`config.mk`:
```
export PLATFORM = sky130hd
export DESIGN_NAME = mem_access
export DESIGN_NICKNAME = d
export VERILOG_FILES = /design/src/rtl/mem_access_pkg.sv /design/src/rtl/mem_lane_align.sv /design/src/rtl/mem_access.sv
export SDC_FILE = /design/constraint.sdc
export NUM_CORES = 1
export LEC_CHECK = 0
export CAP_MARGIN = 10
export CORE_UTILIZATION = 25
export CTS_BUF_LIST = sky130_fd_sc_hd__clkbuf_4
export DETAILED_ROUTE_END_ITERATION = 8
export GPL_TIMING_DRIVEN = 0
export PLACE_DENSITY = 0.68
export SLEW_MARGIN = 30
export SYNTH_ARGS = -nofsm -noshare
export SYNTH_HDL_FRONTEND = slang
export SYNTH_SLANG_ARGS = --single-unit
```
`constraint.sdc`:
```
create_clock -name clk -period 3.5 [get_ports clk]
set_input_delay 0.7 -clock clk [delete_from_list [all_inputs] [get_ports clk]]
set_output_delay 0.7 -clock clk [all_outputs]
set_load 0.05 [all_outputs]
```
`src/rtl/mem_access_pkg.sv`:
```
// Shared definitions for the data-memory access stage: funct3 load/store codes,
// MMIO base, access-size decode and alignment helpers.
package mem_access_pkg;

  localparam logic [2:0] F3_LB  = 3'b000;
  localparam logic [2:0] F3_LH  = 3'b001;
  localparam logic [2:0] F3_LW  = 3'b010;
  localparam logic [2:0] F3_LBU = 3'b100;
  localparam logic [2:0] F3_LHU = 3'b101;
  localparam logic [2:0] F3_SB  = 3'b000;
  localparam logic [2:0] F3_SH  = 3'b001;
  localparam logic [2:0] F3_SW  = 3'b010;

  localparam logic [31:0] MMIO_BASE_DEFAULT = 32'hFFFF_FC00;
  localparam logic [31:0] TIMEOUT_FILL      = 32'hDEAD_BEEF;

  typedef enum logic [1:0] {
    SZ_BYTE = 2'd0,
    SZ_HALF = 2'd1,
    SZ_WORD = 2'd2
  } acc_size_e;

  // Codes outside the valid set for the access direction fall back to a word access.
  function automatic acc_size_e decode_size(input logic [2:0] f3, input logic is_store);
    acc_size_e sz;
    sz = SZ_WORD;
    if (is_store) begin
      case (f3)
        F3_SB:   sz = SZ_BYTE;
        F3_SH:   sz = SZ_HALF;
        F3_SW:   sz = SZ_WORD;
        default: sz = SZ_WORD;
      endcase
    end else begin
      case (f3)
        F3_LB, F3_LBU: sz = SZ_BYTE;
        F3_LH, F3_LHU: sz = SZ_HALF;
        F3_LW:         sz = SZ_WORD;
        default:       sz = SZ_WORD;
      endcase
    end
    return sz;
  endfunction

  function automatic logic misaligned(input acc_size_e sz, input logic [1:0] off);
    logic bad;
    case (sz)
      SZ_BYTE: bad = 1'b0;
      SZ_HALF: bad = off[0];
      default: bad = (off != 2'b00);
    endcase
    return bad;
  endfunction

endpackage

```
`src/rtl/mem_lane_align.sv`:
```
// Combinational lane logic shared by the RAM and IO paths: store byte enables,
// lane-replicated and right-aligned store data, and load shift/mask.
module mem_lane_align
  import mem_access_pkg::*;
(
  input  acc_size_e   size,
  input  logic [1:0]  offset,
  input  logic [31:0] store_data,
  input  logic [31:0] load_raw,
  output logic [3:0]  byte_we,
  output logic [31:0] wdata_lane,
  output logic [31:0] wdata_right,
  output logic [31:0] load_aligned
);

  logic [31:0] shifted;

  always_comb begin
    shifted      = load_raw >> {offset, 3'b000};
    byte_we      = 4'b1111;
    wdata_lane   = store_data;
    wdata_right  = store_data;
    load_aligned = shifted;
    case (size)
      SZ_BYTE: begin
        byte_we      = 4'b0001 << offset;
        wdata_lane   = {4{store_data[7:0]}};
        wdata_right  = {24'h0, store_data[7:0]};
        load_aligned = {24'h0, shifted[7:0]};
      end
      SZ_HALF: begin
        byte_we      = 4'b0011 << {offset[1], 1'b0};
        wdata_lane   = {2{store_data[15:0]}};
        wdata_right  = {16'h0, store_data[15:0]};
        load_aligned = {16'h0, shifted[15:0]};
      end
      default: begin
        byte_we      = 4'b1111;
      end
    endcase
  end

endmodule

```
`src/rtl/mem_access.sv`:
```
// Data-memory access stage: routes loads/stores to block RAM or the MMIO bus and
// stalls the core until done. Optional IO timeout: define MEM_ACCESS_TIMEOUT_EN.
module mem_access
  import mem_access_pkg::*;
#(
  parameter int          RAM_AW         = 14,
  parameter logic [31:0] MMIO_BASE      = MMIO_BASE_DEFAULT,
  parameter int          TIMEOUT_CYCLES = 255
) (
  input  logic              clk,
  input  logic              rst,
  input  logic              mem_read,
  input  logic              mem_write,
  input  logic [2:0]        funct3,
  input  logic [31:0]       addr,
  input  logic [31:0]       store_data,
  output logic              stall,
  output logic [31:0]       load_data,
  output logic              misalign,
  output logic              io_timeout,
  output logic              ram_en,
  output logic [3:0]        ram_we,
  output logic [RAM_AW-1:0] ram_addr,
  output logic [31:0]       ram_wdata,
  input  logic [31:0]       ram_rdata,
  output logic              io_req,
  output logic              io_we,
  output logic [31:0]       io_addr,
  output logic [31:0]       io_wdata,
  input  logic [31:0]       io_rdata,
  input  logic              io_ack,
  output logic [1:0]        fsm_state
);

  localparam logic [1:0] S_IDLE    = 2'd0;
  localparam logic [1:0] S_RAM_RD  = 2'd1;
  localparam logic [1:0] S_IO_WAIT = 2'd2;
  localparam logic [1:0] S_DONE    = 2'd3;

  logic [1:0]  state;
  logic        req;
  logic        is_store;
  logic        is_io;
  logic        bad_align;
  acc_size_e   req_size;
  acc_size_e   acc_size;
  acc_size_e   align_size;
  logic [1:0]  acc_off;
  logic [1:0]  align_off;
  logic [3:0]  lane_we;
  logic [31:0] lane_wdata;
  logic [31:0] right_wdata;
  logic [31:0] load_raw;
  logic [31:0] load_aligned;

  // A simultaneous read and write performs only the read.
  assign req       = mem_read | mem_write;
  assign is_store  = mem_write & ~mem_read;
  assign is_io     = (addr >= MMIO_BASE);
  assign req_size  = decode_size(funct3, is_store);
  assign bad_align = misaligned(req_size, addr[1:0]);

  // In IDLE the lanes follow the live request; afterwards the latched access drives them.
  always_comb begin
    align_size = acc_size;
    align_off  = acc_off;
    if (state == S_IDLE) begin
      align_size = req_size;
      align_off  = addr[1:0];
    end
  end

  assign load_raw = (state == S_IO_WAIT) ? io_rdata : ram_rdata;

  mem_lane_align u_align (
    .size         (align_size),
    .offset       (align_off),
    .store_data   (store_data),
    .load_raw     (load_raw),
    .byte_we      (lane_we),
    .wdata_lane   (lane_wdata),
    .wdata_right  (right_wdata),
    .load_aligned (load_aligned)
  );

  assign stall     = req && (state != S_DONE);
  assign ram_en    = ~rst && (state == S_IDLE) && req && ~bad_align && ~is_io;
  assign ram_we    = (ram_en && is_store) ? lane_we : 4'b0000;
  assign ram_addr  = addr[RAM_AW+1:2];
  assign ram_wdata = lane_wdata;
  assign fsm_state = state;

`ifdef MEM_ACCESS_TIMEOUT_EN
  localparam int TW = (TIMEOUT_CYCLES > 255) ? $clog2(TIMEOUT_CYCLES + 1) : 8;
  logic [TW-1:0] tmo_cnt;
`else
  // Expression is never true; the IO wait is unbounded in this build.
  assign io_timeout = (TIMEOUT_CYCLES < 0);
`endif

  always_ff @(posedge clk) begin
    if (rst) begin
      state     <= S_IDLE;
      load_data <= '0;
      io_req    <= 1'b0;
      io_we     <= 1'b0;
      io_addr   <= '0;
      io_wdata  <= '0;
      misalign  <= 1'b0;
      acc_size  <= SZ_WORD;
      acc_off   <= 2'b00;
`ifdef MEM_ACCESS_TIMEOUT_EN
      io_timeout <= 1'b0;
      tmo_cnt    <= '0;
`endif
    end else begin
      misalign <= 1'b0;
`ifdef MEM_ACCESS_TIMEOUT_EN
      io_timeout <= 1'b0;
`endif
      case (state)
        S_IDLE: begin
          if (req) begin
            acc_size <= req_size;
            acc_off  <= addr[1:0];
            if (bad_align) begin
              misalign  <= 1'b1;
              load_data <= '0;
              state     <= S_DONE;
            end else if (is_io) begin
              io_req   <= 1'b1;
              io_we    <= is_store;
              io_addr  <= addr;
              io_wdata <= right_wdata;
`ifdef MEM_ACCESS_TIMEOUT_EN
              tmo_cnt  <= '0;
`endif
              state    <= S_IO_WAIT;
            end else if (mem_read) begin
              state <= S_RAM_RD;
            end else begin
              state <= S_DONE;
            end
          end
        end
        S_RAM_RD: begin
          load_data <= load_aligned;
          state     <= S_DONE;
        end
        S_IO_WAIT: begin
          if (io_ack) begin
            io_req <= 1'b0;
            if (!io_we) load_data <= load_aligned;
            state <= S_DONE;
          end
`ifdef MEM_ACCESS_TIMEOUT_EN
          else if (tmo_cnt == TW'(TIMEOUT_CYCLES - 1)) begin
            io_req     <= 1'b0;
            io_timeout <= 1'b1;
            load_data  <= TIMEOUT_FILL;
            state      <= S_DONE;
          end else begin
            tmo_cnt <= tmo_cnt + 1'b1;
          end
`endif
        end
        S_DONE:  state <= S_IDLE;
        default: state <= S_IDLE;
      endcase
    end
  end

endmodule

```
==> results of run 1 <==
[through the flow]
step | worst slack (ns) | total power (uW) | hold slack (ns) | instances
6_report | 0.154 | 5180 | 0.459 | 1219
5_1_grt | 0.000644 | 5450 | 0.479 | 1218
2_1_floorplan | -0.0410 | 3520 | 0.463 | 644
3_5_place_dp | -1.02 | 4610 | 0.443 | 1202
3_3_place_gp | -1.05 | 4600 | 0.436 | 1202
4_1_cts | 0.0288 | 5230 | 0.463 | 1218
[critical path, delay by kind of cell]
family	cells	cell delay [ns]
and+or+nand+nor	1	0.42
buffers and inverters	3	0.92
AOI/OAI and AO/OA	3	0.60
[kinds of logic (layout without fill, tap and decap cells)]
| kind of cell | after synthesis | after routing | synth area share |
|---|---|---|---|
| AOI/OAI and AO/OA | 120 | 120 | 0.137 |
| adders and majority gates | 5 | 5 | 0.0119 |
| buffers and inverters | 71 | 375 | 0.0732 |
| DFF | 105 | 105 | 0.401 |
| muxes | 52 | 52 | 0.126 |
| other | 1 | 2 | 0.000715 |
| and+or+nand+nor | 290 | 290 | 0.250 |
[cells in the final DEF, fill, tap and decap left out, types with 4 or more instances in the layout]
| cell type | n |
|---|---|
| or3_1 | 9 |
| dlygate4sd2_1 | 4 |
| nand3_1 | 42 |
| ha_1 | 5 |
| o21ai_1 | 9 |
| buf_6 | 5 |
| dfxtp_1 | 104 |
| clkdlybuf4s50_1 | 257 |
| nor2_1 | 77 |
| clkbuf_4 | 10 |
| nand4_1 | 5 |
| o2bb2ai_1 | 8 |
| clkdlybuf4s15_2 | 5 |
| a21oi_1 | 71 |
| nand3b_1 | 16 |
| buf_4 | 31 |
| nand2_1 | 120 |
| clkbuf_2 | 6 |
| mux2_2 | 24 |
| clkbuf_1 | 19 |
| buf_1 | 7 |
| mux4_2 | 8 |
| buf_2 | 20 |
| a22oi_1 | 8 |
| mux2i_1 | 19 |
[metal layers]
metal / track usage / vias to the layer above
met5: 0 / -
met4: 0.0776 / 0
met3: 0.0693 / 39
met2: 0.323 / 254
met1: 0.218 / 2618
li1: - / 2811
[where the power goes]
group          switching [uW]  total, uW  internal (uW)
combinational            2070       3190           1130
clock                     432        585            154
sequential               78.2       1400           1320
total                    2580       5180           2600
[cell type report]
class                      count  area share
sequential                   105       0.244
inverter                       2    0.000871
clock buffer                   9     0.00784
tap                          270      0.0392
clock inverter                 7     0.00625
antenna                        1    0.000290
multi-input combinational    468       0.328
buffer                        66      0.0453
timing repair buffer         291       0.329
[repair_timing]
item | 4_1_cts | 5_1_grt
setup buffers | 3 | 0
hold buffers | 0 | 0
gates resized for setup | 115 | 27
endpoints found under the setup margin | 29 | 24
[state kept, by name, summed over array words and instances, names as in the netlist]
| name | cells |
|---|---|
| io_we | 1 |
| misalign | 1 |
| io_wdata | 32 |
| acc_off | 2 |
| load_data | 32 |
| acc_size | 2 |
| io_req | 1 |
| fsm_state | 2 |
| io_addr | 32 |
[how the worst max path moves through the flow]
stage,end,cells past startpoint,from
CTS,ram_wdata[12],9,fsm_state[1]
detailed placement,ram_we[0],7,addr[0]
finish,ram_we[2],7,rst
global placement,ram_we[0],7,addr[0]
floorplan,ram_we[2],8,fsm_state[0]
global route,ram_we[2],9,fsm_state[1]
==> metrics.csv, run 1 <==
metric,value,unit
Num Clock Sinks,105,
"Seq/Total Area, Yosys",0.401,
post-route cell area,8610,sq um
#FFs+latches synth,105,
row cnt,52,
final WL,21.0,mm
Worst R2R Start,fsm_state[0],
Mapped Cells,644,
largest net degree at the start of global routing,20,
GR Overflow Total,0,
"area leader, netlist",dfxtp_1,
Final Core Density,0.422,
cell with the most instances after synthesis,nand2_1,
slowest CP cell,clkdlybuf4s50_1,
Post-synth EDFFs,0,
first-pass GRT wire length,31.6,mm
R2R Setup Slk,0.99,ns
fraction of layout cells with a size suffix above 1,0.138,
Slew Limit Fails,0,
Final min period,3.35,ns
Iter 0 DRT Violations,207,
met1 WL,8.61,mm
crit end category,output pin,
Min-Delay Path Class,reg -> reg,
"Clk Latency, worst-skew pair",0.47,ns
Yosys top cell area share,0.401,
Worst Path Required,2.80,ns
clk slew on worst S/H paths,0.16,ns
Synth Area per Inst,8.15,sq um
GRT Total Usage,0.191,
Synth Warn #,0,
Die H,147,microns
die width,147,microns
CP peak stage delay,0.43,ns
TritonCTS buffer count,9,
fmax,299,MHz
IO Count,290,
Startpoint Class,input pin,
Core Region,20400,sq um
via count,5722,
largest cells by area after synthesis,"dfxtp_1 40%, nand2_1 8.6%, a21oi_1 7.0%, nor2_1 5.7%, mux2_2 5.2%",
crit path max fanout,10,
multi-input combinational cell area,2820,sq um
Final Cycle Share,0.956,
PwrDens,601,nW/um^2
placed cell area,8490,sq um
P_leak,0.00322,uW
final net count,1084,
Clock Skews,0.0120,ns
Initial DRT Pass Iterations,4,
Avg Vias per Cell,4.69,
starting density of the core,0.257,
number of global-route vias before repair,5688,
Crit path arrival time,2.65,ns
Clock Tree Root,clkbuf_4,
ys flop type,dfxtp_1,
reg2reg path depth,8,
wire length on met3,1.95,mm
Synth cell types,52,
max-cap viol count,0,
CTS tree,built,
hold endpoint,io_wdata[25],
die area,21600,sq um
register area,2100,sq um
HP Start,io_wdata[25],
"Area growth, synth to finish",64.2,%
initial antenna violation count,0,
Final Wtd Congestion,0.844,
Clock H-tree levels,3,
Fin Setup TNS,0,ns
Final Hold Viols,0,
post-route antenna net violation count,0,
DR top layer,met4,
half-perimeter wire length after placement,16.8,mm
port bufs,288,
"Cell Area, Synth",5250,sq um
Synth top cells by count,"120 x nand2_1, 105 x dfxtp_1, 79 x nor2_1",
DRC,0,
Worst-Margin Slew,0.665,ns
Fillers,2080,
Setup-failing EPs final,0,
worst-path cell chain,clkdlybuf4s50_1 -> clkbuf_1 -> or2_2 -> a2111oi_4 -> o21ai_1 -> a21oi_2 -> buf_4,
Worst Hold Depth,2,
Synth async-reset ratio,0,
RSZ-0062 raised after global routing,no,
crit path kind,in -> out,
maximum buffer depth of the clock tree,2,
worst vdd ir,231,uV
outcome,"finished, final reports clean",
met2 routed WL,9.73,mm
slew margin rel.,0.557,
syn_nets,785,
Wirelength per Cell,17.2,microns
Critical R2R Capture,load_data[0],
(Power assumes the default switching activity.)
==> inputs of run 2 (changes only) <==
Settings changed: ABC_CLOCK_PERIOD_IN_PS set to 3500.
==> results of run 2 <==
The final DEF is identical to that of run 1; final timing and power are the same.
